<file path="src/rtl/wide_add_seq_if.sv">
// Operand/result handshake bundle for wide_add_seq.
// The ovf signal exists only when WADD_OVF_EN is defined.
interface wide_add_seq_if #(
    parameter int WORDS = 4
);
    localparam int N = 16 * WORDS;

    logic         in_valid;
    logic         in_ready;
    logic [N-1:0] a;
    logic [N-1:0] b;
    logic         sub;
    logic         out_valid;
    logic         out_ready;
    logic [N-1:0] sum;
    logic         cout;
    logic         busy;
`ifdef WADD_OVF_EN
    logic         ovf;
`endif

    // Source/consumer side.
    modport master (
        output in_valid, a, b, sub, out_ready,
        input  in_ready, out_valid, sum, cout, busy
`ifdef WADD_OVF_EN
        , input ovf
`endif
    );

    // Sequencer side.
    modport slave (
        input  in_valid, a, b, sub, out_ready,
        output in_ready, out_valid, sum, cout, busy
`ifdef WADD_OVF_EN
        , output ovf
`endif
    );
endinterface

</file>
<file path="src/rtl/wide_add_seq.sv">
// Multi-limb add/subtract sequencer: one 16-bit carry-lookahead slice, LSB limb first.
// Optional feature macro WADD_OVF_EN adds a registered signed-overflow flag (ovf).
module wide_add_seq #(
    parameter int WORDS = 4
) (
    input  logic          clk,
    input  logic          rst,
    wide_add_seq_if.slave bus
);
    localparam int N     = 16 * WORDS;
    localparam int IDX_W = (WORDS > 1) ? $clog2(WORDS) : 1;

    typedef enum logic [1:0] {
        IDLE = 2'd0,
        RUN  = 2'd1,
        DONE = 2'd2
    } state_t;

    state_t             state_r;
    state_t             state_nxt_s;
    logic [N-1:0]       a_r;
    logic [N-1:0]       b_r;
    logic               carry_r;
    logic [IDX_W-1:0]   idx_r;
    logic [N-1:0]       sum_r;
    logic               cout_r;
    logic               last_s;
    logic [15:0]        limb_a_s;
    logic [15:0]        limb_b_s;
    logic [17:0]        slice_s;
`ifdef WADD_OVF_EN
    logic               ovf_r;
`endif

    // 16-bit slice from four 4-bit groups; returns {carry out, carry into bit 15, sum}.
    function automatic logic [17:0] cla16(input logic [15:0] x, input logic [15:0] y,
                                          input logic cin);
        logic [15:0] g;
        logic [15:0] p;
        logic [3:0]  gg;
        logic [3:0]  gp;
        logic [4:0]  gc;
        logic [16:0] c;
        logic [15:0] s;
        g = x & y;
        p = x ^ y;
        for (int k = 0; k < 4; k++) begin
            gg[k] = g[4*k+3] | (p[4*k+3] & g[4*k+2]) | (p[4*k+3] & p[4*k+2] & g[4*k+1])
                  | (p[4*k+3] & p[4*k+2] & p[4*k+1] & g[4*k]);
            gp[k] = &p[4*k +: 4];
        end
        // Group carries are flattened sum-of-products of cin; no chaining between groups.
        gc[0] = cin;
        gc[1] = gg[0] | (gp[0] & cin);
        gc[2] = gg[1] | (gp[1] & gg[0]) | (gp[1] & gp[0] & cin);
        gc[3] = gg[2] | (gp[2] & gg[1]) | (gp[2] & gp[1] & gg[0]) | (gp[2] & gp[1] & gp[0] & cin);
        gc[4] = gg[3] | (gp[3] & gg[2]) | (gp[3] & gp[2] & gg[1]) | (gp[3] & gp[2] & gp[1] & gg[0])
              | (gp[3] & gp[2] & gp[1] & gp[0] & cin);
        for (int k = 0; k < 4; k++) begin
            c[4*k]   = gc[k];
            c[4*k+1] = g[4*k]   | (p[4*k] & gc[k]);
            c[4*k+2] = g[4*k+1] | (p[4*k+1] & g[4*k]) | (p[4*k+1] & p[4*k] & gc[k]);
            c[4*k+3] = g[4*k+2] | (p[4*k+2] & g[4*k+1]) | (p[4*k+2] & p[4*k+1] & g[4*k])
                     | (p[4*k+2] & p[4*k+1] & p[4*k] & gc[k]);
        end
        c[16] = gc[4];
        s = p ^ c[15:0];
        return {c[16], c[15], s};
    endfunction

    assign last_s   = (idx_r == IDX_W'(WORDS - 1));
    assign limb_a_s = a_r[32'(idx_r) * 16 +: 16];
    assign limb_b_s = b_r[32'(idx_r) * 16 +: 16];
    assign slice_s  = cla16(limb_a_s, limb_b_s, carry_r);

    // Next-state selection for the IDLE/RUN/DONE sequencer.
    always_comb begin
        state_nxt_s = state_r;
        case (state_r)
            IDLE: begin
                if (bus.in_valid) state_nxt_s = RUN;
                else              state_nxt_s = IDLE;
            end
            RUN: begin
                if (last_s) state_nxt_s = DONE;
                else        state_nxt_s = RUN;
            end
            DONE: begin
                if (bus.out_ready) state_nxt_s = IDLE;
                else               state_nxt_s = DONE;
            end
            default: state_nxt_s = IDLE;
        endcase
    end

    // State register.
    always_ff @(posedge clk or posedge rst) begin
        if (rst) state_r <= IDLE;
        else     state_r <= state_nxt_s;
    end

    // Operand capture, per-limb accumulation and final flags.
    always_ff @(posedge clk or posedge rst) begin
        if (rst) begin
            a_r     <= '0;
            b_r     <= '0;
            carry_r <= 1'b0;
            idx_r   <= '0;
            sum_r   <= '0;
            cout_r  <= 1'b0;
`ifdef WADD_OVF_EN
            ovf_r   <= 1'b0;
`endif
        end else begin
            case (state_r)
                IDLE: begin
                    if (bus.in_valid) begin
                        a_r     <= bus.a;
                        b_r     <= bus.b ^ {N{bus.sub}};
                        carry_r <= bus.sub;
                        idx_r   <= '0;
                    end
                end
                RUN: begin
                    sum_r[32'(idx_r) * 16 +: 16] <= slice_s[15:0];
                    carry_r                      <= slice_s[17];
                    if (last_s) begin
                        cout_r <= slice_s[17];
`ifdef WADD_OVF_EN
                        ovf_r  <= slice_s[17] ^ slice_s[16];
`endif
                    end else begin
                        idx_r <= idx_r + IDX_W'(1);
                    end
                end
                default: begin
                end
            endcase
        end
    end

    assign bus.in_ready  = (state_r == IDLE);
    assign bus.out_valid = (state_r == DONE);
    assign bus.busy      = (state_r != IDLE);
    assign bus.sum       = sum_r;
    assign bus.cout      = cout_r;
`ifdef WADD_OVF_EN
    assign bus.ovf       = ovf_r;
`endif
endmodule
</file>
<file path="src/flat_wrapper.sv">
// flat-port wrapper written by rule: the top's interface ports become plain ports
module wide_add_seq_flat 
#(
    parameter int WORDS = 4
)
  (clk, rst, bus_in_valid, bus_a, bus_b, bus_sub, bus_out_ready, bus_in_ready, bus_out_valid, bus_sum, bus_cout, bus_busy);
  wide_add_seq_if #(.WORDS(WORDS)) bus_i ();
  input  logic clk;
  input  logic rst;
  input wire logic [$bits(bus_i.in_valid)-1:0] bus_in_valid;
  input wire logic [$bits(bus_i.a)-1:0] bus_a;
  input wire logic [$bits(bus_i.b)-1:0] bus_b;
  input wire logic [$bits(bus_i.sub)-1:0] bus_sub;
  input wire logic [$bits(bus_i.out_ready)-1:0] bus_out_ready;
  output wire logic [$bits(bus_i.in_ready)-1:0] bus_in_ready;
  output wire logic [$bits(bus_i.out_valid)-1:0] bus_out_valid;
  output wire logic [$bits(bus_i.sum)-1:0] bus_sum;
  output wire logic [$bits(bus_i.cout)-1:0] bus_cout;
  output wire logic [$bits(bus_i.busy)-1:0] bus_busy;
  assign bus_i.in_valid = bus_in_valid;
  assign bus_i.a = bus_a;
  assign bus_i.b = bus_b;
  assign bus_i.sub = bus_sub;
  assign bus_i.out_ready = bus_out_ready;
  assign bus_in_ready = bus_i.in_ready;
  assign bus_out_valid = bus_i.out_valid;
  assign bus_sum = bus_i.sum;
  assign bus_cout = bus_i.cout;
  assign bus_busy = bus_i.busy;
  wide_add_seq #(.WORDS(WORDS)) u_core (.clk(clk), .rst(rst), .bus(bus_i));
endmodule
</file>
<file path="config.mk">
export PLATFORM = sky130hd
export DESIGN_NAME = wide_add_seq_flat
export DESIGN_NICKNAME = d
export VERILOG_FILES = /design/src/rtl/wide_add_seq_if.sv /design/src/rtl/wide_add_seq.sv /design/src/flat_wrapper.sv
export SDC_FILE = /design/constraint.sdc
export NUM_CORES = 1
export LEC_CHECK = 0
export ABC_AREA = 1
export CORE_ASPECT_RATIO = 1.75
export CORE_MARGIN = 1.5
export CORE_UTILIZATION = 45
export DETAILED_ROUTE_END_ITERATION = 16
export GPL_ROUTABILITY_DRIVEN = 0
export PLACE_DENSITY = 0.84
export REMOVE_ABC_BUFFERS = 1
export SYNTH_ARGS = -nofsm -noshare
export SYNTH_HDL_FRONTEND = slang
export SYNTH_SLANG_ARGS = --single-unit
</file>
<file path="constraint.sdc">
create_clock -name clk -period 8.5 [get_ports clk]
set_input_delay 0.85 -clock clk [delete_from_list [all_inputs] [get_ports clk]]
set_output_delay 0.85 -clock clk [all_outputs]
set_load 0.1 [all_outputs]
</file>
==> results.ini, run 1 <==
[sta]
finalHoldViolations=0
fin_tns_setup_ns=0
fin_skew_ns=0.0101
rsz0062_at_grt=false
maxSlewViolCount=0
fin_crit_ns=4.85
fmax_mhz=206
setup-violations-final=0
worst_pin_slew_ns=1.11
min_period_over_period_pct=57.1
timing.slew.headroom_pct=25.7

[detailed_routing]
detail-route-antenna-nets=0
drcViolationCount=0
routed-via-count=8469
viasPerCell=5.44
wl_per_cell_um=16.5
drtPass1Iterations=5
drt_wl_total_um=25600
drt_iter0_drc=713

[worst_setup_path]
end_kind=register
crit_slowest_cell=clkinv_1
path_cells=clkinv_1 > a32oi_1 > ha_1 > nand2_1 > nand2_1 > nand3b_1 > nand2_2 > nand2_1 > nand2_2 > fa_1 > xnor2_1 > nor2_1 > nand2_1 > o21ai_0
crit_path_frequent_cell=nand2_1
cp_data_required_time_ns=8.83
crit_path_start_kind=register
slowest_delay_ns=1.17
reg2reg_slack_ns=3.65
critPathKind=reg -> reg
cp.arrival_ns=5.18
path_buf_inv=1
path_delay_family=buffers and inverters
path_max_fanout=38

[synth]
netlist_instances=1136
synthesis.area_um2=9680
synth-seq-cells=198
ys_types=36
syn_avg_cell_area_um2=8.52
yosysWarnings=0
synth_seq_area_share_pct=51.2

[clock_tree]
postCtsHoldBufs=0
cts_root_buffer=clkbuf_16
cts.reportedPaths.clkPinSlew_ns=0.07
clock_latency_ns=0.43
cts_setup_buffers=0
cts_made_buffers=17
cts_tree=yes
h-tree-depth=4
clock-sinks=198
cts_resized=0
clock_path_buffers=2

[layout]
area_delta_synth_final_pct=27.0
final_common_cell=nand2_1
fin_util_pct=58.5
nets=1454
final_cell_mix=nand2_1, clkdlybuf4s50_1, dfrtp_1
diodes=0
fin_area_um2=12300
drive_gt1_share_pct=4.13

[floorplanning]
die_area_um2=22400
start_util_pct=46.0
pin_count=201
die_w_um=114
die_height_um=197
coreArea_um2=21000
num_rows=70

[global_route]
overflow=0
gr-max-usage-layer=met2
grt_pass1_vias=8156
grt_max_degree=122
grt_pass1_wl_um=40600
met1_usage_pct=27.2
grtUsageMet2_pct=40.9
use_met3_pct=2.77
grt_util_all_layers_pct=23.2
antenna_found_initial=0

[placement]
io_buffers=200
placed_cell_area_um2=11700
dp_hpwl_um=18100

[run_status]
status=finished clean

[worst_hold_path]
worstHoldPathType=reg -> reg

[run]
cap_violations=0

==> worst register-to-register path, delay by kind of cell, from the launching register on <==
family | cells | cell delay, ns
AOI/OAI and AO/OA | 2 | 0.89
buffers and inverters | 1 | 1.19
xor gates and xnor gates | 1 | 0.15
and+or+nand+nor | 8 | 0.79
DFF | 1 | 1.05
adders and majority gates | 2 | 0.71
==> logic make-up (layout without fill, tap and decap cells) <==
group                    after synthesis  after routing  share of synthesized area [%]
buffers and inverters                110            280                           4.99
adder cells (fa/ha/maj)               26             26                           3.67
AO/OA/AOI/OAI                        219            219                           12.6
AND/OR/NAND/NOR                      514            514                           21.3
flip-flops                           198            198                           51.2
XOR/XNOR                              69             69                           6.24
==> metal layers <==
layer,vias to the layer above,wire [µm]
li1,3998,-
met1,4046,9700
met2,345,13500
met3,80,1220
met4,0,1210
met5,-,0
==> layout make-up <==
cell class / count / area (µm²)
timing repair buffer: 205 / 2040
sequential: 198 / 4960
clock buffer: 20 / 437
tap: 252 / 315
clock inverter: 10 / 123
inverter: 45 / 179
fill: 1755 / 8730
multi-input combinational: 828 / 4250
==> cell usage after synthesis (all sizes together) <==
cell,count,area share (%)
nand2,396,16
dfrtp,198,51
o21ai,157,8.1
nor2,80,3.2
xnor2,67,6.1
inv,44,1.7
buf,38,2.2
o22ai,30,1.9
clkbuf,27,1.0
ha,22,2.8
nand3,22,1.1
a22o,13,1.2
nand4,9,0.58
a21oi,8,0.41
fa,4,0.83
a32o,3,0.31
a31oi,2,0.13
a32oi,2,0.18
nor3,2,0.34
o21bai,2,0.16
xor2,2,0.18
a221oi,1,0.091
and2,1,0.078
and3,1,0.078
clkinv,1,0.039
nand3b,1,0.078
nor4,1,0.13
o31ai,1,0.078
or2,1,0.065
==> sequential cells by signal, summed over array words and instances (netlist names) <==
| signal | count |
|---|---|
| u_core.carry_r | 1 |
| u_core.a_r | 64 |
| u_core.bus.cout | 1 |
| u_core.b_r | 64 |
| u_core.idx_r | 2 |
| u_core.bus.sum | 64 |
| u_core.state_r | 2 |
==> final timing paths <==
check / startpoint / end / cells past startpoint
setup reg to reg: u_core.idx_r[1]$_DFFE_PP0P_ / u_core.bus.sum[29]$_DFFE_PP0P_ / 14
hold / removal: u_core.a_r[23]$_DFFE_PP0P_ / u_core.a_r[23]$_DFFE_PP0P_ / 2
min in group asynchronous: rst / u_core.bus.cout$_DFFE_PP0P_ / 2
setup / recovery: u_core.idx_r[1]$_DFFE_PP0P_ / u_core.bus.sum[29]$_DFFE_PP0P_ / 14
hold reg to reg: u_core.a_r[23]$_DFFE_PP0P_ / u_core.a_r[23]$_DFFE_PP0P_ / 2
max in group asynchronous: rst / u_core.b_r[29]$_DFFE_PP0P_ / 3
==> stage by stage <==
step | setup WS [ns] | std cells | hold slack [ns]
finish | 3.65 | 1558 | 0.480
global placement | 4.06 | 1528 | 0.458
CTS | 3.69 | 1558 | 0.479
global route | 3.30 | 1558 | 0.497
floorplan | 2.25 | 1071 | 0.444
detailed placement | 3.75 | 1528 | 0.460
Power of run 1 is not shown: default switching activity piles up to over one toggle a cycle in this logic, so the estimate is an artifact.
==> run 2, diff against run 1 <==
--- a/config.mk
+++ b/config.mk
@@ -11,7 +11,7 @@
 export CORE_UTILIZATION = 45
 export DETAILED_ROUTE_END_ITERATION = 16
 export GPL_ROUTABILITY_DRIVEN = 0
-export PLACE_DENSITY = 0.84
+export PLACE_DENSITY = 0.86
 export REMOVE_ABC_BUFFERS = 1
 export SYNTH_ARGS = -nofsm -noshare
 export SYNTH_HDL_FRONTEND = slang
==> constraint.sdc (replaced) <==
create_clock -name clk -period 4.3 [get_ports clk]
set_input_delay 0.43 -clock clk [delete_from_list [all_inputs] [get_ports clk]]
set_output_delay 0.43 -clock clk [all_outputs]
set_load 0.1 [all_outputs]
==> run 2 against run 1 <==
Against the previous run:
- final cell count grew 0.64%
- non-clock buffer count grew 8
- fmax grew 39%
- die area is the same
- clock-buffer cell count shrank 2
- flip-flop and latch count is the same
- first-iteration DRC count grew 5.5%
- critical path depth grew 1
- worst setup slack lost 2.8 ns
- global-route usage grew 0.58 points
- sequential share of layout area shrank 0.35 points
- critical endpoint is now u_core.bus.sum[45]$_DFFE_PP0P_
- highest routed layer unchanged
==> results.ini, run 2 (synthesized netlist as in run 1, its figures left out) <==
[clock_tree]
cts.reportedPaths.clkPinSlew_ns=0.07
cts_made_buffers=17
clock_latency_ns=0.44
cts_tree=yes
cts_resized=0
h-tree-depth=4
postCtsHoldBufs=0
clock-sinks=198
clock_path_buffers=2
cts_setup_buffers=0
cts_root_buffer=clkbuf_16

[sta]
timing.slew.headroom_pct=28.4
fin_skew_ns=0.0140
worst_pin_slew_ns=1.07
rsz0062_at_grt=false
maxSlewViolCount=0
fmax_mhz=286
min_period_over_period_pct=81.2
fin_crit_ns=3.49
setup-violations-final=0
finalHoldViolations=0
fin_tns_setup_ns=0

[worst_setup_path]
crit_slowest_cell=clkinv_1
path_buf_inv=2
r2r-end=u_core.bus.sum[45]$_DFFE_PP0P_
slowest_delay_ns=0.58
end_kind=register
critPathKind=reg -> reg
crit_path_frequent_cell=nand2_1
cp.arrival_ns=3.82
path_cells=clkinv_1 > buf_4 > o21ai_0 > o22ai_1 > ha_1 > nand2_1 > nand2_1 > nand2_1 > nand2_1 > a21oi_1 > nand2_2 > fa_1 > xnor2_1 > nor2_1 > a22o_1
r2r_start=u_core.idx_r[1]$_DFFE_PP0P_
path_delay_family=buffers and inverters
path_max_fanout=24
r2r_cells=15
reg2reg_slack_ns=0.81
cp_data_required_time_ns=4.62
crit_path_start_kind=register

[floorplanning]
die_area_um2=22400
num_rows=70
die_w_um=114
pin_count=201
die_height_um=197
start_util_pct=46.0
coreArea_um2=21000

[detailed_routing]
drt_iter0_drc=752
routed-via-count=8576
drtPass1Iterations=6
drcViolationCount=0
viasPerCell=5.47
drt_wl_total_um=26100
detail-route-antenna-nets=0
wl_per_cell_um=16.6

[layout]
final_common_cell=nand2_1
area_delta_synth_final_pct=28.1
fin_util_pct=59.0
final_cell_mix=nand2_1, clkdlybuf4s50_1, dfrtp_1
nets=1462
diodes=0
drive_gt1_share_pct=5.02

[worst_hold_path]
worstHoldStart=u_core.a_r[20]$_DFFE_PP0P_
min_path_cells=2
worstHoldPathType=reg -> reg
min_to=u_core.a_r[20]$_DFFE_PP0P_

[global_route]
met1_usage_pct=27.2
grtUsageMet2_pct=41.3
overflow=0
use_met3_pct=3.35
grt_pass1_vias=8434
gr-max-usage-layer=met2
grt_pass1_wl_um=41600
grt_util_all_layers_pct=23.7
grt_max_degree=141
antenna_found_initial=0

[run]
cap_violations=0

[placement]
io_buffers=200
dp_hpwl_um=18700

[run_status]
status=finished clean

run 2: worst max-delay path by stage:
stage / from / cells past startpoint / slack [ns] / endpoint
2_1_floorplan: rst / 1 / -1.53 / u_core.a_r[0]$_DFFE_PP0P_
3_3_place_gp: u_core.idx_r[1]$_DFFE_PP0P_ / 15 / 1.05 / u_core.bus.sum[45]$_DFFE_PP0P_
3_5_place_dp: u_core.idx_r[1]$_DFFE_PP0P_ / 15 / 0.94 / u_core.bus.sum[45]$_DFFE_PP0P_
4_1_cts: u_core.idx_r[1]$_DFFE_PP0P_ / 15 / 0.89 / u_core.bus.sum[45]$_DFFE_PP0P_
5_1_grt: u_core.idx_r[1]$_DFFE_PP0P_ / 16 / 0.42 / u_core.bus.sum[29]$_DFFE_PP0P_
6_report: u_core.idx_r[1]$_DFFE_PP0P_ / 15 / 0.81 / u_core.bus.sum[45]$_DFFE_PP0P_
run 2: metal layers:
layer  vias up  routed length (µm)
met2       366               13500
met4         0                1620
met1      4091                9690
met3        94                1300
li1       4025                   -
met5         -                   0
run 2: area by class of cell:
cell class	instances	area (µm²)
clock buffers	18	429
clock inverters	14	164
fillers	1740	8620
inverters	45	179
multi-input cells	828	4250
flip-flops and latches	198	4960
well taps	252	315
repair buffers	213	2110
run 2: worst min-delay path, delay by kind of cell, from the launching register on:
family	cells	cell delay, ns
flip-flops	1	0.34
AND/OR/NAND/NOR	2	0.11
run 2: per-stage QoR:
stage / hold WS [ns] / area (µm²) / setup slack (ns) / instances
final: 0.484 / 12400 / 0.806 / 1568
after global routing: 0.502 / 12400 / 0.420 / 1568
after CTS: 0.479 / 12400 / 0.890 / 1568
after detailed placement: 0.460 / 11800 / 0.935 / 1536
after global placement: 0.459 / 11800 / 1.05 / 1536
after floorplan: 0.444 / 9370 / -1.53 / 1071
Power of run 2 is left out for the same reason.
